===== src/rtl/instr_fetch_unit.sv =====
// Instruction fetch stage: reads 16-bit words from the byte memory into a small prefetch FIFO and hands them to decode over valid/ready.
// Optional misaligned-redirect fault detection is enabled by defining FETCH_ALIGN_CHECK_EN.
module instr_fetch_unit #(
  parameter logic [7:0] RESET_PC  = 8'h00,
  parameter int         BUF_DEPTH = 2
) (
  input  logic        fetch_clk,
  input  logic        fetch_rst,
  input  logic        fetch_en,
  input  logic        port_grant,
  input  logic        redirect_valid,
  input  logic [7:0]  redirect_addr,
  input  logic [15:0] mem_data_out,
  output logic [7:0]  mem_addr,
  output logic        mem_rd_en,
  output logic        mem_addr_valid,
  output logic        mem_wr_en,
  output logic        word_op,
  output logic        instr_valid,
  input  logic        instr_ready,
  output logic [15:0] instr_data,
  output logic [7:0]  instr_pc,
  output logic [7:0]  fetch_pc,
  output logic        fetch_fault
);

  localparam int PTR_W = $clog2(BUF_DEPTH);
  localparam int CNT_W = PTR_W + 1;
  localparam logic [CNT_W-1:0] DEPTH_C  = CNT_W'(BUF_DEPTH);
  localparam logic [PTR_W-1:0] LAST_PTR = PTR_W'(BUF_DEPTH - 1);

`ifdef FETCH_ALIGN_CHECK_EN
  typedef enum logic {FETCH, FAULT} state_t;
`else
  typedef enum logic {FETCH} state_t;
`endif

  state_t state, state_nxt;

  logic [PTR_W-1:0] wr_ptr, rd_ptr;
  logic [CNT_W-1:0] count;
  logic [15:0]      buf_data_p1 [BUF_DEPTH];
  logic [7:0]       buf_pc_p1   [BUF_DEPTH];
  logic [15:0]      last_data;
  logic [7:0]       last_pc;
  logic [7:0]       redirect_pc;
  logic             in_fetch;
  logic             issue;
  logic             pop;

  function automatic logic [PTR_W-1:0] ptr_inc(input logic [PTR_W-1:0] p);
    return (p == LAST_PTR) ? '0 : p + 1'b1;
  endfunction

`ifdef FETCH_ALIGN_CHECK_EN
  assign redirect_pc = redirect_addr;
`else
  assign redirect_pc = redirect_addr & 8'hFE;
`endif

  assign in_fetch       = (state == FETCH);
  assign issue          = !fetch_rst && in_fetch && fetch_en && port_grant &&
                          !redirect_valid && (count < DEPTH_C);
  assign instr_valid    = in_fetch && (count != '0);
  assign pop            = instr_valid && instr_ready && !redirect_valid;

  assign mem_addr       = fetch_pc;
  assign mem_rd_en      = issue;
  assign mem_addr_valid = issue;
  assign mem_wr_en      = 1'b0;
  assign word_op        = 1'b1;

  // An empty buffer keeps showing the last head seen by decode.
  assign instr_data = instr_valid ? buf_data_p1[rd_ptr] : last_data;
  assign instr_pc   = instr_valid ? buf_pc_p1[rd_ptr]   : last_pc;

  always_comb begin
    state_nxt   = state;
    fetch_fault = 1'b0;
`ifdef FETCH_ALIGN_CHECK_EN
    fetch_fault = (state == FAULT);
    if (redirect_valid) state_nxt = redirect_addr[0] ? FAULT : FETCH;
`else
    state_nxt   = FETCH;
`endif
  end

  always_ff @(posedge fetch_clk) begin
    if (fetch_rst) begin
      state     <= FETCH;
      fetch_pc  <= RESET_PC;
      count     <= '0;
      wr_ptr    <= '0;
      rd_ptr    <= '0;
      last_data <= 16'h0000;
      last_pc   <= 8'h00;
    end else begin
      state <= state_nxt;
      if (instr_valid) begin
        last_data <= buf_data_p1[rd_ptr];
        last_pc   <= buf_pc_p1[rd_ptr];
      end
      if (redirect_valid) begin
        fetch_pc <= redirect_pc;
        count    <= '0;
        wr_ptr   <= '0;
        rd_ptr   <= '0;
      end else begin
        if (issue) begin
          fetch_pc <= fetch_pc + 8'd2;
          wr_ptr   <= ptr_inc(wr_ptr);
        end
        if (pop) rd_ptr <= ptr_inc(rd_ptr);
        case ({issue, pop})
          2'b10:   count <= count + 1'b1;
          2'b01:   count <= count - 1'b1;
          default: count <= count;
        endcase
      end
    end
  end

  // Capture stage: memory word and its address land at the FIFO tail.
  always_ff @(posedge fetch_clk) begin
    if (issue) begin
      buf_data_p1[wr_ptr] <= mem_data_out;
      buf_pc_p1[wr_ptr]   <= fetch_pc;
    end
  end

endmodule


===== config.mk =====
export PLATFORM = sky130hd
export DESIGN_NAME = instr_fetch_unit
export DESIGN_NICKNAME = d
export VERILOG_FILES = /design/src/rtl/instr_fetch_unit.sv
export SDC_FILE = /design/constraint.sdc
export NUM_CORES = 1
export LEC_CHECK = 0
export ABC_AREA = 1
export CAP_MARGIN = 20
export CORE_UTILIZATION = 47
export CTS_BUF_LIST = sky130_fd_sc_hd__clkbuf_8
export DETAILED_ROUTE_END_ITERATION = 16
export GPL_TIMING_DRIVEN = 0
export PLACE_DENSITY_LB_ADDON = 0.15
export SYNTH_ARGS = -nofsm -noshare
export SYNTH_HDL_FRONTEND = slang
export SYNTH_SLANG_ARGS = --single-unit

===== constraint.sdc =====
create_clock -name fetch_clk -period 2.5 [get_ports fetch_clk]
set_clock_uncertainty 0.05 [all_clocks]
set_input_delay 0.75 -clock fetch_clk [delete_from_list [all_inputs] [get_ports fetch_clk]]
set_output_delay 0.75 -clock fetch_clk [all_outputs]
set_load 0.05 [all_outputs]

* After elaboration in Yosys (flattened, before gate mapping)
Memories as Yosys holds them, arrays and structs flattened. A register that Yosys moved wholly into a read port is not among the register bits.
Index checks and enable logic that the tools add are counted.
** Word-level totals
- Input port bits :: 30
- Bits in latches :: 0
- ROM bits :: 0
- Output and inout bits :: 46
- Memory bits (writable) :: 48
- Register bits after elaboration :: 36
- Word-level logic and storage cells :: 42
- Memories :: 2
** Memory list
- buf_data_p1 :: words 2, width 16, read ports 1, clocked after Yosys merged registers in 1, wr ports 1, line 42 : logic [15:0] buf_data_p1 [BUF_DEPTH];
- buf_pc_p1 :: words 2, width 8, read ports 1, clocked after Yosys merged registers in 1, wr ports 1, line 43 : logic [7:0] buf_pc_p1 [BUF_DEPTH];
** Operators by class
- Reductions and logical operators :: 12
- Shifts and indexed selects :: 0
- Equality and inequality tests :: 2
- Divide/modulo/power cells :: 0
- Add/subtract/negate cells :: 5
- Bitwise gates (word level) :: 0
- Multiplexer cells :: 13
- Multipliers :: 0
- Order comparisons :: 1
** Operators with widths (number)
- 8-bit two-way mux :: 3
- 16-bit two-way mux :: 1
- 8-bit by 2-bit adder with 8-bit output (second input constant) :: 1
- 1-bit two-way mux :: 8
- 1-bit logical AND :: 6
- 2-bit nonzero test :: 3
- 2-bit one-hot mux with 2 select lines :: 1
- 1-bit adder (second input constant) :: 2
- 2-bit by 1-bit adder with 2-bit output (second input constant) :: 1
- 2-bit by 1-bit equality test with 1-bit output (second input constant) :: 1
- 2-bit equality test (second input constant) :: 1
- 1-bit logical NOT :: 2
- 2-bit < comparator (second input constant) :: 1
- 2-bit OR reduction :: 1
- 2-bit by 1-bit subtractor with 2-bit output (second input constant) :: 1

* Logic depth before layout (Yosys ltp)
- Depth after elaboration :: 7
- Depth in mapped cells :: 10
- Depth with buffers taken out :: 9

* Worst setup path before layout
Ideal clock, no wire load.
- Path type :: input port to flip-flop
- Start point :: input redirect_valid
- End point :: memory buf_data_p1[1][0], enable pin
- Cell stages on the path :: 3
- Setup slack :: -0.053 ns
- Data required time :: 2.046 ns
- Library setup time :: 0.404 ns
- Arrival :: 2.098 ns
- Path buffers :: 0
- Cell sequence :: nor2_4 > nand3_2 > nor2_1
** Between the ends
- Cells in the longest elaborated chain, start to end :: 5
** Ends and longest elaborated chain
- from (decl) :: line 11 : input logic redirect_valid,
- 1-bit logical NOT :: line 63 : !redirect_valid && (count < DEPTH_C);
- 1-bit logical AND :: line 62 : assign issue = !fetch_rst && in_fetch && fetch_en && port_grant &&
- 1-bit logical AND :: line 63
- 1-bit two-way mux :: line 125 : if (issue) begin
- 1-bit two-way mux (implied by the code) :: line 126 : buf_data_p1[wr_ptr] <= mem_data_out;
- to (decl) :: line 42
Every way passes these cells.

* Worst setup path in the final report
- Start point :: register count[1]
- End point :: output instr_pc[7]
** Between the ends
- Cells in the longest elaborated chain, start to end :: 2
** Ends and longest elaborated chain
- from (decl) :: line 41 : logic [CNT_W-1:0] count;
- from (signal assigned) :: line 115 : 2'b10: count <= count + 1'b1;
- from (signal assigned) :: line 116 : 2'b01: count <= count - 1'b1;
- from (signal assigned) :: line 117 : default: count <= count;
- 2-bit nonzero test :: line 64 : assign instr_valid = in_fetch && (count != '0);
- 8-bit two-way mux
- to (decl) :: line 22 : output logic [7:0] instr_pc,
Every way passes these cells.

==> impl_metrics.csv <==
group,metric,value,unit
status,run_status,"complete, no violations",
critical_path,end_kind,"output pin",
grt,grt_pass1_vias,2242,
detailed_routing,firstDrtPassIters,5,
die,dieWidth,88.6,µm
placement,placed_cells,514,
grt,grt_max_degree,16,
detailed_routing,vias,2489,
die,core-area,7250,µm²
critical_path,crit_slowest_cell,"dfxtp_1",
detailed_routing,wl_per_cell,12.3,µm
sta,whs,0.410,ns
cts,root_buffer,"clkbuf_8",
critical_path,cp_max_fo,10,
flow_run,drv_cap,0,
grt,overflow,0,
critical_path,path_buf_inv,4,
die,die_h,88.6,µm
synth,yosysTopAreaCellShare,39.2,%
cts,numCtsBuffers,9,
sta,max_freq,412,MHz
synth,synth-xor-area-share,0.497,%
synth,ys_types,28,
sta,fin_crit_sh,97.2,%
sta,setup-tns-final,0,ns
die,num_rows,31,
synth,syn_avg_cell_area,10.3,µm²
detailed_routing,wirelength,6.60,mm
synth,yosysMostFrequentCell,"inv_1",
critical_path,required,1.70,ns
synth,synth_simple_gate_area_share,14.1,%
sta,hold_viol,0,
sta,rsz0062_at_grt,"true",
synth,yosys.area.top_type,"edfxtp_1",
detailed_routing,drc,0,
cells_and_area,nets,463,
grt,grt_pass1_wl,10.5,mm
synth,yosys_warnings,0,
synth,yosys.area_share.adder,0.709,%
detailed_routing,drtAntennaViolNets,0,
sta,worst_slack,0.0707,ns
synth,syn_area,3530,µm²
synth,synthCells,341,
synth,synthTopCellsByCount,"inv_1, edfxtp_1, nor2_1",
sta,drv_slew,0,
cts,clkSinkCount,82,
power_and_ir_drop,peakVddDrop,0.000273,V
power_and_ir_drop,p_per_area,590,nW/µm²
critical_path,rrSetupSlack,0.54,ns
cells_and_area,synthToLayoutAreaGrowth,30.5,%
detailed_routing,drt_iter0_drc,92,
detailed_routing,via_per_inst,4.65,
cells_and_area,diodes,0,
cells_and_area,finalNonFillerCells,535,
sta,min_period,2.43,ns
placement,hpwl,4.53,mm
grt,grt_use_total,18.4,%
critical_path,critPathLaunch,"count[1]$_SDFFE_PP0P_",
worst_hold_path,holdCritPathClass,"flop to flop",
critical_path,worstReg2RegStart,"count[1]$_SDFFE_PP0P_",
sta,setup_violations,0,
synth,synth-main-ff-cell,"edfxtp_1",
cts,htreeDepth,3,
critical_path,cp-start-kind,"flop",
synth,synth_seq_cells,82,
synth,synth_compound_area_share,13.0,%
cts,clk_pin_slew_worst_paths,0.07,ns
synth,synth_top_family_by_area,"simple AND/OR/NAND/NOR gates",
die,start_util,48.6,%
die,boundaryPins,76,
critical_path,cp_top_family,"buffers and inverters",
critical_path,max_stage_delay,0.35,ns
cts,cts_tree,"done",
synth,ys_seq_area_share,59.6,%
synth,synthArstFlopShare,0,%
sta,worst_slew_pin_slew,0.803,ns
critical_path,worstSetupPathType,"flop to output pin",
worst_hold_path,worstHoldStart,"last_pc[0]$_SDFF_PP0_",
sta,relSlewSlack,46.4,%
placement,post-place-ws,-0.938,ns
placement,gp_congestion,0.751,
power_and_ir_drop,static-leakage-power,2.10,nW
synth,yosys-top-cells-area,"edfxtp_1, dfxtp_1, inv_1, o21a_1, nor2_1",
cts,insertion_delay,0.34,ns
cts,cts_hold_buf,0,
synth,muxShareOfSynthArea,0,%
critical_path,worst-endpoint-arrival,1.63,ns
die,die-area,7860,µm²
placement,port_buffers,69,
critical_path,path_common_cell,"inv_1",
cts,clockBufferDepth,2,
cells_and_area,drive_gt1_share,22.2,%
critical_path,worstPathCellList,"inv_1 -> nand2_4 -> buf_6 -> o211ai_1 -> o21a_1 -> inv_1 -> buf_2",
grt,antenna_found_initial,0,
synth,synth_edf_count,46,
==> where the power goes <==
group / internal, W / switching (W) / leakage, nW
clock: 0.000545 / 0.000427 / 0.112
combinational: 0.000113 / 0.000174 / 1.28
sequential: 0.00144 / 0.0000172 / 0.710
==> area by class of cell <==
type,count,area (µm²)
fillers,632,2650
flip-flops and latches,82,2110
multi-input cells,174,1030
repair buffers,76,711
inverters,62,233
plain buffers,26,200
clock buffers,9,124
well taps,99,124
clock inverters,7,78.8
==> placed cells by master, fill, tap and decap left out, types with 5 or more instances in the layout <==
cell,instances
buf_2,10
nor2_1,39
a21oi_1,7
o21a_1,24
o211ai_2,7
clkbuf_4,6
buf_6,9
nand3_1,11
conb_1,5
o211ai_1,16
clkdlybuf4s50_1,24
dlymetal6s2s_1,6
inv_1,64
dfxtp_1,35
nand2_1,20
clkbuf_8,9
or2_1,12
or2_2,11
dlygate4sd2_1,12
buf_4,29
edfxtp_1,46
==> registers in the layout, indices dropped and copies added (netlist names), named ones only <==
name	cells
last_data	16
count	2
buf_pc_p1	14
rd_ptr	1
wr_ptr	1
last_pc	8
fetch_pc	7
buf_data_p1	32
==> timing repair <==
item	4_1_cts	5_1_grt
gates resized for setup	149	51
setup buffers	2	3
pin swaps	2	2
setup endpoints to repair	48	40
==> worst min-delay path, stage by stage (launching register included) <==
cell and delay [ns]:
dfxtp_1 0.30, inv_1 0.07, nor3_1 0.05
==> cells by family (layout without fill, tap and decap cells) <==
group,count (synthesis),in the layout
flops,82,82
other cells,2,5
fa+ha+maj,2,2
simple gates,105,105
compound gates,60,60
xor+xnor,2,2
buf+inv,88,180
==> routing by layer <==
layer	global-route usage, %	part of all wire [%]	routed length (µm)
met1	22.6	43	2840
met2	31.0	52	3420
met3	3.64	3.4	221
met4	9.09	1.7	114
met5	0	0	0
==> worst paths after layout <==
path                            cells past startpoint                           end
worst max register to register                      4  buf_data_p1[1][11]$_DFFE_PP_
worst min-delay path                                2         last_pc[0]$_SDFF_PP0_
worst min register to register                      2         last_pc[0]$_SDFF_PP0_
worst max-delay path                                7                   instr_pc[7]
==> stage by stage <==
step                      util, %  total power (W)  instance area (µm²)
after floorplan                 -          0.00167                 3540
after global placement       60.1          0.00178                 4360
after detailed placement     60.7          0.00179                 4400
after CTS                    62.0          0.00273                 4500
after global routing         63.5          0.00282                 4600
final                        63.5          0.00272                 4600
Note: power is estimated with default switching activity, not from simulation.
